===== src/rtl/period_meter_pkg.sv =====
// Shared state encoding and counter limit helper for the period meter.
package period_meter_pkg;

    typedef enum logic [1:0] {
        IDLE    = 2'd0,
        MEASURE = 2'd1,
        OVF     = 2'd2
    } state_t;

    function automatic int unsigned cnt_max(input int unsigned width);
        return (32'd1 << width) - 32'd1;
    endfunction

endpackage


===== src/rtl/period_meter_if.sv =====
// Signal-under-test input and measurement results of the period meter.
interface period_meter_if #(
    parameter int WIDTH = 8
);
    logic             en;
    logic             sig_in;
    logic [WIDTH-1:0] period;
    logic             period_valid;
    logic             overflow;
    logic             locked;

    modport master (
        output en, sig_in,
        input  period, period_valid, overflow, locked
    );

    modport slave (
        input  en, sig_in,
        output period, period_valid, overflow, locked
    );
endinterface


===== src/rtl/period_meter_rise_edge_det.sv =====
// Registers the input once and flags a low-to-high transition.
module rise_edge_det (
    input  logic clk,
    input  logic rst,
    input  logic d,
    output logic rise
);
    logic sig_d;

    always_ff @(posedge clk) begin
        if (rst) sig_d <= 1'b0;
        else     sig_d <= d;
    end

    assign rise = d & ~sig_d;
endmodule


===== src/rtl/period_meter.sv =====
// Counts clk cycles between rising edges of sig_in; reports period,
// overflow on a stalled signal, and lock when two periods agree.
module period_meter
    import period_meter_pkg::*;
#(
    parameter int WIDTH = 8
) (
    input logic           clk,
    input logic           rst,
    period_meter_if.slave bus
);
    localparam logic [WIDTH-1:0] MAX = WIDTH'(cnt_max(WIDTH));

    state_t           state, state_n;
    logic [WIDTH-1:0] cnt, cnt_n;
    logic [WIDTH-1:0] period_q, period_n;
    logic [WIDTH-1:0] prev, prev_n;
    logic             valid_q, valid_n;
    logic             ovf_q, ovf_n;
    logic             lock_q, lock_n;
    logic             has_prev, has_prev_n;
    logic             rise;

    rise_edge_det u_rise (
        .clk  (clk),
        .rst  (rst),
        .d    (bus.sig_in),
        .rise (rise)
    );

    always_ff @(posedge clk) begin
        if (rst) begin
            state    <= IDLE;
            cnt      <= '0;
            period_q <= '0;
            prev     <= '0;
            valid_q  <= 1'b0;
            ovf_q    <= 1'b0;
            lock_q   <= 1'b0;
            has_prev <= 1'b0;
        end else begin
            state    <= state_n;
            cnt      <= cnt_n;
            period_q <= period_n;
            prev     <= prev_n;
            valid_q  <= valid_n;
            ovf_q    <= ovf_n;
            lock_q   <= lock_n;
            has_prev <= has_prev_n;
        end
    end

    always_comb begin
        state_n    = state;
        cnt_n      = cnt;
        period_n   = period_q;
        prev_n     = prev;
        valid_n    = 1'b0;
        ovf_n      = ovf_q;
        lock_n     = lock_q;
        has_prev_n = has_prev;
        if (!bus.en) begin
            state_n    = IDLE;
            cnt_n      = '0;
            ovf_n      = 1'b0;
            lock_n     = 1'b0;
            has_prev_n = 1'b0;
        end else begin
            unique case (state)
                IDLE: begin
                    if (rise) begin
                        cnt_n   = WIDTH'(1);
                        state_n = MEASURE;
                    end else begin
                        cnt_n = '0;
                    end
                end
                MEASURE: begin
                    // A rise on the saturating cycle still counts as a period
                    if (rise) begin
                        period_n   = cnt;
                        valid_n    = 1'b1;
                        cnt_n      = WIDTH'(1);
                        lock_n     = has_prev && (prev == cnt);
                        prev_n     = cnt;
                        has_prev_n = 1'b1;
                    end else if (cnt == MAX) begin
                        ovf_n   = 1'b1;
                        lock_n  = 1'b0;
                        state_n = OVF;
                    end else begin
                        cnt_n = cnt + WIDTH'(1);
                    end
                end
                OVF: begin
                    if (rise) begin
                        ovf_n      = 1'b0;
                        cnt_n      = WIDTH'(1);
                        has_prev_n = 1'b0;
                        state_n    = MEASURE;
                    end
                end
                default: state_n = IDLE;
            endcase
        end
    end

    assign bus.period       = period_q;
    assign bus.period_valid = valid_q;
    assign bus.overflow     = ovf_q;
    assign bus.locked       = lock_q;
endmodule


===== src/flat_wrapper.sv =====
// flat-port wrapper written by rule: the top's interface ports become plain ports
module period_meter_flat import period_meter_pkg::*;
#(
    parameter int WIDTH = 8
)
  (clk, rst, bus_en, bus_sig_in, bus_period, bus_period_valid, bus_overflow, bus_locked);
  period_meter_if #(.WIDTH(WIDTH)) bus_i ();
  input logic clk;
  input logic rst;
  input wire logic [$bits(bus_i.en)-1:0] bus_en;
  input wire logic [$bits(bus_i.sig_in)-1:0] bus_sig_in;
  output wire logic [$bits(bus_i.period)-1:0] bus_period;
  output wire logic [$bits(bus_i.period_valid)-1:0] bus_period_valid;
  output wire logic [$bits(bus_i.overflow)-1:0] bus_overflow;
  output wire logic [$bits(bus_i.locked)-1:0] bus_locked;
  assign bus_i.en = bus_en;
  assign bus_i.sig_in = bus_sig_in;
  assign bus_period = bus_i.period;
  assign bus_period_valid = bus_i.period_valid;
  assign bus_overflow = bus_i.overflow;
  assign bus_locked = bus_i.locked;
  period_meter #(.WIDTH(WIDTH)) u_core (.clk(clk), .rst(rst), .bus(bus_i));
endmodule

===== config.mk =====
export PLATFORM = sky130hd
export DESIGN_NAME = period_meter_flat
export DESIGN_NICKNAME = d
export VERILOG_FILES = /design/src/rtl/period_meter_pkg.sv /design/src/rtl/period_meter_if.sv /design/src/rtl/period_meter_rise_edge_det.sv /design/src/rtl/period_meter.sv /design/src/flat_wrapper.sv
export SDC_FILE = /design/constraint.sdc
export NUM_CORES = 1
export LEC_CHECK = 0
export ABC_CLOCK_PERIOD_IN_PS = 1750
export BUFFER_PORTS_ARGS = -buffer_cell sky130_fd_sc_hd__buf_2
export CAP_MARGIN = 10
export CORE_MARGIN = 4
export CORE_UTILIZATION = 40
export CTS_BUF_LIST = sky130_fd_sc_hd__clkbuf_16
export DETAILED_ROUTE_END_ITERATION = 8
export PLACE_DENSITY = 0.64
export SLEW_MARGIN = 20
export SYNTH_ARGS = -nofsm -noshare
export SYNTH_HDL_FRONTEND = slang
export SYNTH_SLANG_ARGS = --single-unit

===== constraint.sdc =====
create_clock -name clk -period 1.75 [get_ports clk]
set_input_delay 0.0875 -clock clk [delete_from_list [all_inputs] [get_ports clk]]
set_output_delay 0.0875 -clock clk [all_outputs]
set_load 0.01 [all_outputs]

======== Word level (Yosys, flattened, before mapping) ========
Cells that the tools add are included.
storage, ports and cells
  logic and storage cells ................. 55
  output and inout bits ................... 11
  bits in registers ....................... 23
cells by class
  reductions and logical operators ........ 14
  muxes and demuxes ....................... 18
  bitwise logic cells ..................... 4
  add/subtract/negate cells ............... 1
  eq/ne operators ......................... 10
operators with widths
  kind                                                                    number
  8-bit 2-to-1 mux                                                        3
  8-bit case mux with 3 select lines                                      1
  3-bit AND reduction                                                     4
  8-bit by 1-bit adder with 8-bit output (second input constant)          1
  8-bit equality test                                                     1
  8-bit equality test (second input constant)                             1
  1-bit 2-to-1 mux                                                        8
  2-bit by 1-bit != test with 1-bit output (second input constant)        4
  2-bit 2-to-1 mux                                                        3
  1-bit case mux with 2 select lines                                      2
  2-bit case mux with 2 select lines                                      1
  4-bit AND reduction                                                     1
  2-bit nonzero test                                                      2
  2-bit OR reduction                                                      2
  3-bit by 2-bit != test with 1-bit output (second input constant)        1
  1-bit NOT                                                               3
  3-bit nonzero test                                                      1
  3-bit OR reduction                                                      1
  2-bit by 1-bit equality test with 1-bit output (second input constant)  1
  2-bit equality test (second input constant)                             1
  2-bit zero test                                                         1
  2-bit != test (second input constant)                                   1
  2-bit AND reduction                                                     1
  1-bit AND                                                               1
  1-bit logical AND                                                       1

======== Depth between registers and ports, before layout ========
  word-level depth ........................ 4
  mapped depth ............................ 7
  depth with buffers taken out ............ 6

======== By module ========
A second synthesis with hierarchy kept.
unflattened totals
  cell total of the unflattened synthesis .. 139
  area total of the unflattened synthesis .. 1,237.4 um^2
modules (own cells, without submodules)
  module         instances  sequential area each (um^2)  cells an instance  area an instance (um^2)
  period_meter   1          440.4                        136                1,189.9
  rise_edge_det  1          20.0                         3                  47.5

======== Least setup slack after synthesis ========
No wires, ideal clock.
  path type ............................... flip-flop to flip-flop
  start point ............................. register u_core.state[0]
  end point ............................... register u_core.cnt[3]
  stages on the path, launching flop included .. 7
  arrival time ............................ 1.639 ns
  setup slack ............................. 0.037 ns
  required time ........................... 1.676 ns
  cells stage by stage .................... dfxtp_1 inv_1 ha_1 or3b_1 nor4_4 a31oi_1 a31oi_1
between the ends
  word-level cells in the longest chain between the ends .. 3
  elaborated cells between the ends (all ways) .. 8
  classes of those cells .................. eq/ne: 4; mux: 1; reduce/logical: 3
ends and longest elaborated chain
  item                                                                        line                source
  from (decl)                                                                 period_meter.sv:14  state_t state, state_n;
  from (signal assigned)                                                      period_meter.sv:42  state <= state_n;
  2-bit by 1-bit equality test with 1-bit output (tied with other cells)      period_meter.sv:69  unique case (state)
  3-bit by 2-bit != test with 1-bit output (no line) (tied with other cells)  -
  3-bit AND reduction (no line)                                               -
  to (signal assigned)                                                        period_meter.sv:43  cnt <= cnt_n;
  to (decl)                                                                   period_meter.sv:15  logic [WIDTH-1:0] cnt, cnt_n;
Several ways; a longest one is shown, not always the timed one.
A chain may end at the register's enable or synchronous reset.

======== Final worst setup path ========
  start point ............................. register u_core.state[1]
  end point ............................... register u_core.cnt[3]
Same word-level chain as after synthesis.

==> impl_metrics.ini <==
[outcome]
status = complete, no violations

[global_routing]
grt_pass1_vias = 1201
track_usage_pct = 16.5
grt_pass1_wl_microns = 5460
antenna_found_initial = 0
grt_max_degree = 13
overflow = 0

[clock_network]
cts-root-buf = clkbuf_16
cts.sinks = 23
clk_transition_reported_paths_ns = 0.06
worstSkewPairLatency_ns = 0.25
h-tree-depth = 1
clockBufferDepth = 2
cts_tree = done
hold_buffers = 0
numCtsBuffers = 3

[setup_path]
end_kind = register
cp_max_fo = 6
critical_path_class = reg -> reg
critPathRequiredTime_ns = 1.93
cp_data_arrival_time_ns = 1.87
setup.worst_path.start_class = register

[synthesis]
synthesis.nets = 157
seq_area_frac_synth_pct = 36.8
ys_ff_latch = 23
synthCells = 147
yosys-top-cells-area = dfxtp_1, nand2_1, a31oi_1
yosysTopAreaCellShare_pct = 36.8
yosysWarnings = 0
syn_avg_cell_area_sq_um = 8.50
ys_types = 36
synth_area_sq_um = 1250
synth_top_area_cell = dfxtp_1

[timing]
slew_viol_final = 0
finalHoldViolations = 0
worst_pin_slew_ns = 0.460
grt_setup_unrepaired = yes
setup_viol = 0
finClkSkew_ns = 0.00183
fin_crit_ns = 1.70
tns_ns = 0
setup_slack_ns = 0.0537
max_freq_ghz = 0.590
fin_crit_sh_pct = 96.9
slew_headroom_pct = 69.1

[finish]
diodes = 0
drive_above_1_share_pct = 30.9
design_area_sq_um = 1640
layout_common_cells = nand2_1, dfxtp_1, buf_4, buf_2, a21oi_1
area_delta_synth_final_pct = 31.4
layout_commonest_cell = nand2_1
nets = 189

[worst_hold_path]
min_path_type = in -> reg

[routing]
via_per_inst = 5.26
top_layer_used = met4
dr_wl_met3_microns = 54
via_count = 1167
wirelength_microns = 3150
wl_met1_microns = 1460
routed-wl-met2_microns = 1620
post_drt_wl_per_cell_microns = 14.2
drt_pre_antenna_iters = 4
drtIter0Drc = 73
antenna_left = 0
drc = 0

[placement]
dp_hpwl_microns = 2270
place_ws_ns = -0.0607
place_area_sq_um = 1460
port_buffers = 14
gp_congestion = 0.816

[flow_run]
drv_cap = 0

[die]
start_util_pct = 41.3
die_height_microns = 63.9
row_count = 20
die_w_microns = 63.9
fp.coreArea_sq_um = 3030
ios = 15
die-area_sq_um = 4080

[pwr]
power_w = 0.00109
p_leak_nw = 0.665
ir_drop_mv = 0.402
p_per_area_nw_per_um2 = 661
[area by class of cell]
type                    count  area (sq um)
fillers                   280          1390
multi-input cells         112           803
flip-flops and latches     23           463
repair buffers             34           224
clock buffers               3          75.1
well taps                  44          55.1
inverters                   5          18.8
clock inverters             1          3.75
[synth_stat cells (all sizes together)]
master and number:
a211oi 1, nand4 2, or3b 1, nand2b 6, and3 2, nand3 4, a21oi 13, nor2 7
a22oi 1, mux2i 2, or2 1, buf 7, xor2 5, dfxtp 23, nor3b 1, ha 6
nor2b 3, and4 3, o31ai 1, o221ai 1, xnor2 3, inv 5, a31oi 12, o221a 1
nand2 23, nor4 2, nor3 3, o21ai 5, and2b 1, a31o 1, a2bb2oi 1
[state kept, by name, indices dropped and copies added (netlist names)]
register	flops
u_core.bus.overflow	1
u_core.bus.period_valid	1
u_core.has_prev	1
u_core.bus.locked	1
u_core.cnt	8
u_core.prev	8
u_core.state	2
u_core.u_rise.sig_d	1
[cell families (layout without fill, tap and decap cells)]
group                    count (synthesis)  after routing  share of synthesized area [%]
AO/OA/AOI/OAI                           37             37                           19.6
buffers and inverters                   12             43                           4.80
flip-flops                              23             23                           36.8
AND/OR/NAND/NOR                         59             59                           25.5
multiplexers                             2              2                           1.60
XOR/XNOR                                 8              8                           5.61
adder cells (fa/ha/maj)                  6              6                           6.01
[critical path, stage by stage, from the launching register on]
cell and delay (ns):
dfxtp_2 0.35, inv_2 0.05, ha_4 0.26, or3b_4 0.38, nor4_4 0.16, buf_6 0.19
a31oi_4 0.09, a31oi_1 0.15
[report_power, final]
part / leakage (nW) / internal (W) / switching [W]
sequential: 0.187 / 0.000528 / 0.00000273
clock: 0.0423 / 0.000304 / 0.000176
combinational: 0.436 / 0.0000314 / 0.0000444
total: 0.665 / 0.000864 / 0.000223
[routing by layer]
| metal | track usage (%) | vias up |
|---|---|---|
| li1 | - | 584 |
| met1 | 20.6 | 570 |
| met2 | 27.9 | 11 |
| met3 | 3.87 | 2 |
| met4 | 4.85 | 0 |
| met5 | 0 | - |
[worst paths after layout]
check | from | to | slack, ns | cells past startpoint
min reg2reg | u_core.u_rise.sig_d | u_core.bus.period_valid | 0.47 | 1
min | bus_sig_in | u_core.u_rise.sig_d | 0.12 | 2
max reg2reg | u_core.state[1] | u_core.cnt[3] | 0.05 | 7
max | u_core.state[1] | u_core.cnt[3] | 0.05 | 7
[what timing repair did]
action / CTS / global route
endpoints found under the setup margin: 6 / 7
gates resized for setup: 9 / 7
pin swaps: 4 / 4
setup buffers: 3 / 0
[metrics by stage]
step,std cells,hold slack [ns],utilization (%)
after floorplan,147,0.242,-
after global placement,215,0.365,48.3
after detailed placement,215,0.378,48.3
after CTS,222,0.119,52.8
after global routing,222,0.143,54.3
final,222,0.122,54.3
Power figures use the tool's default switching activity.
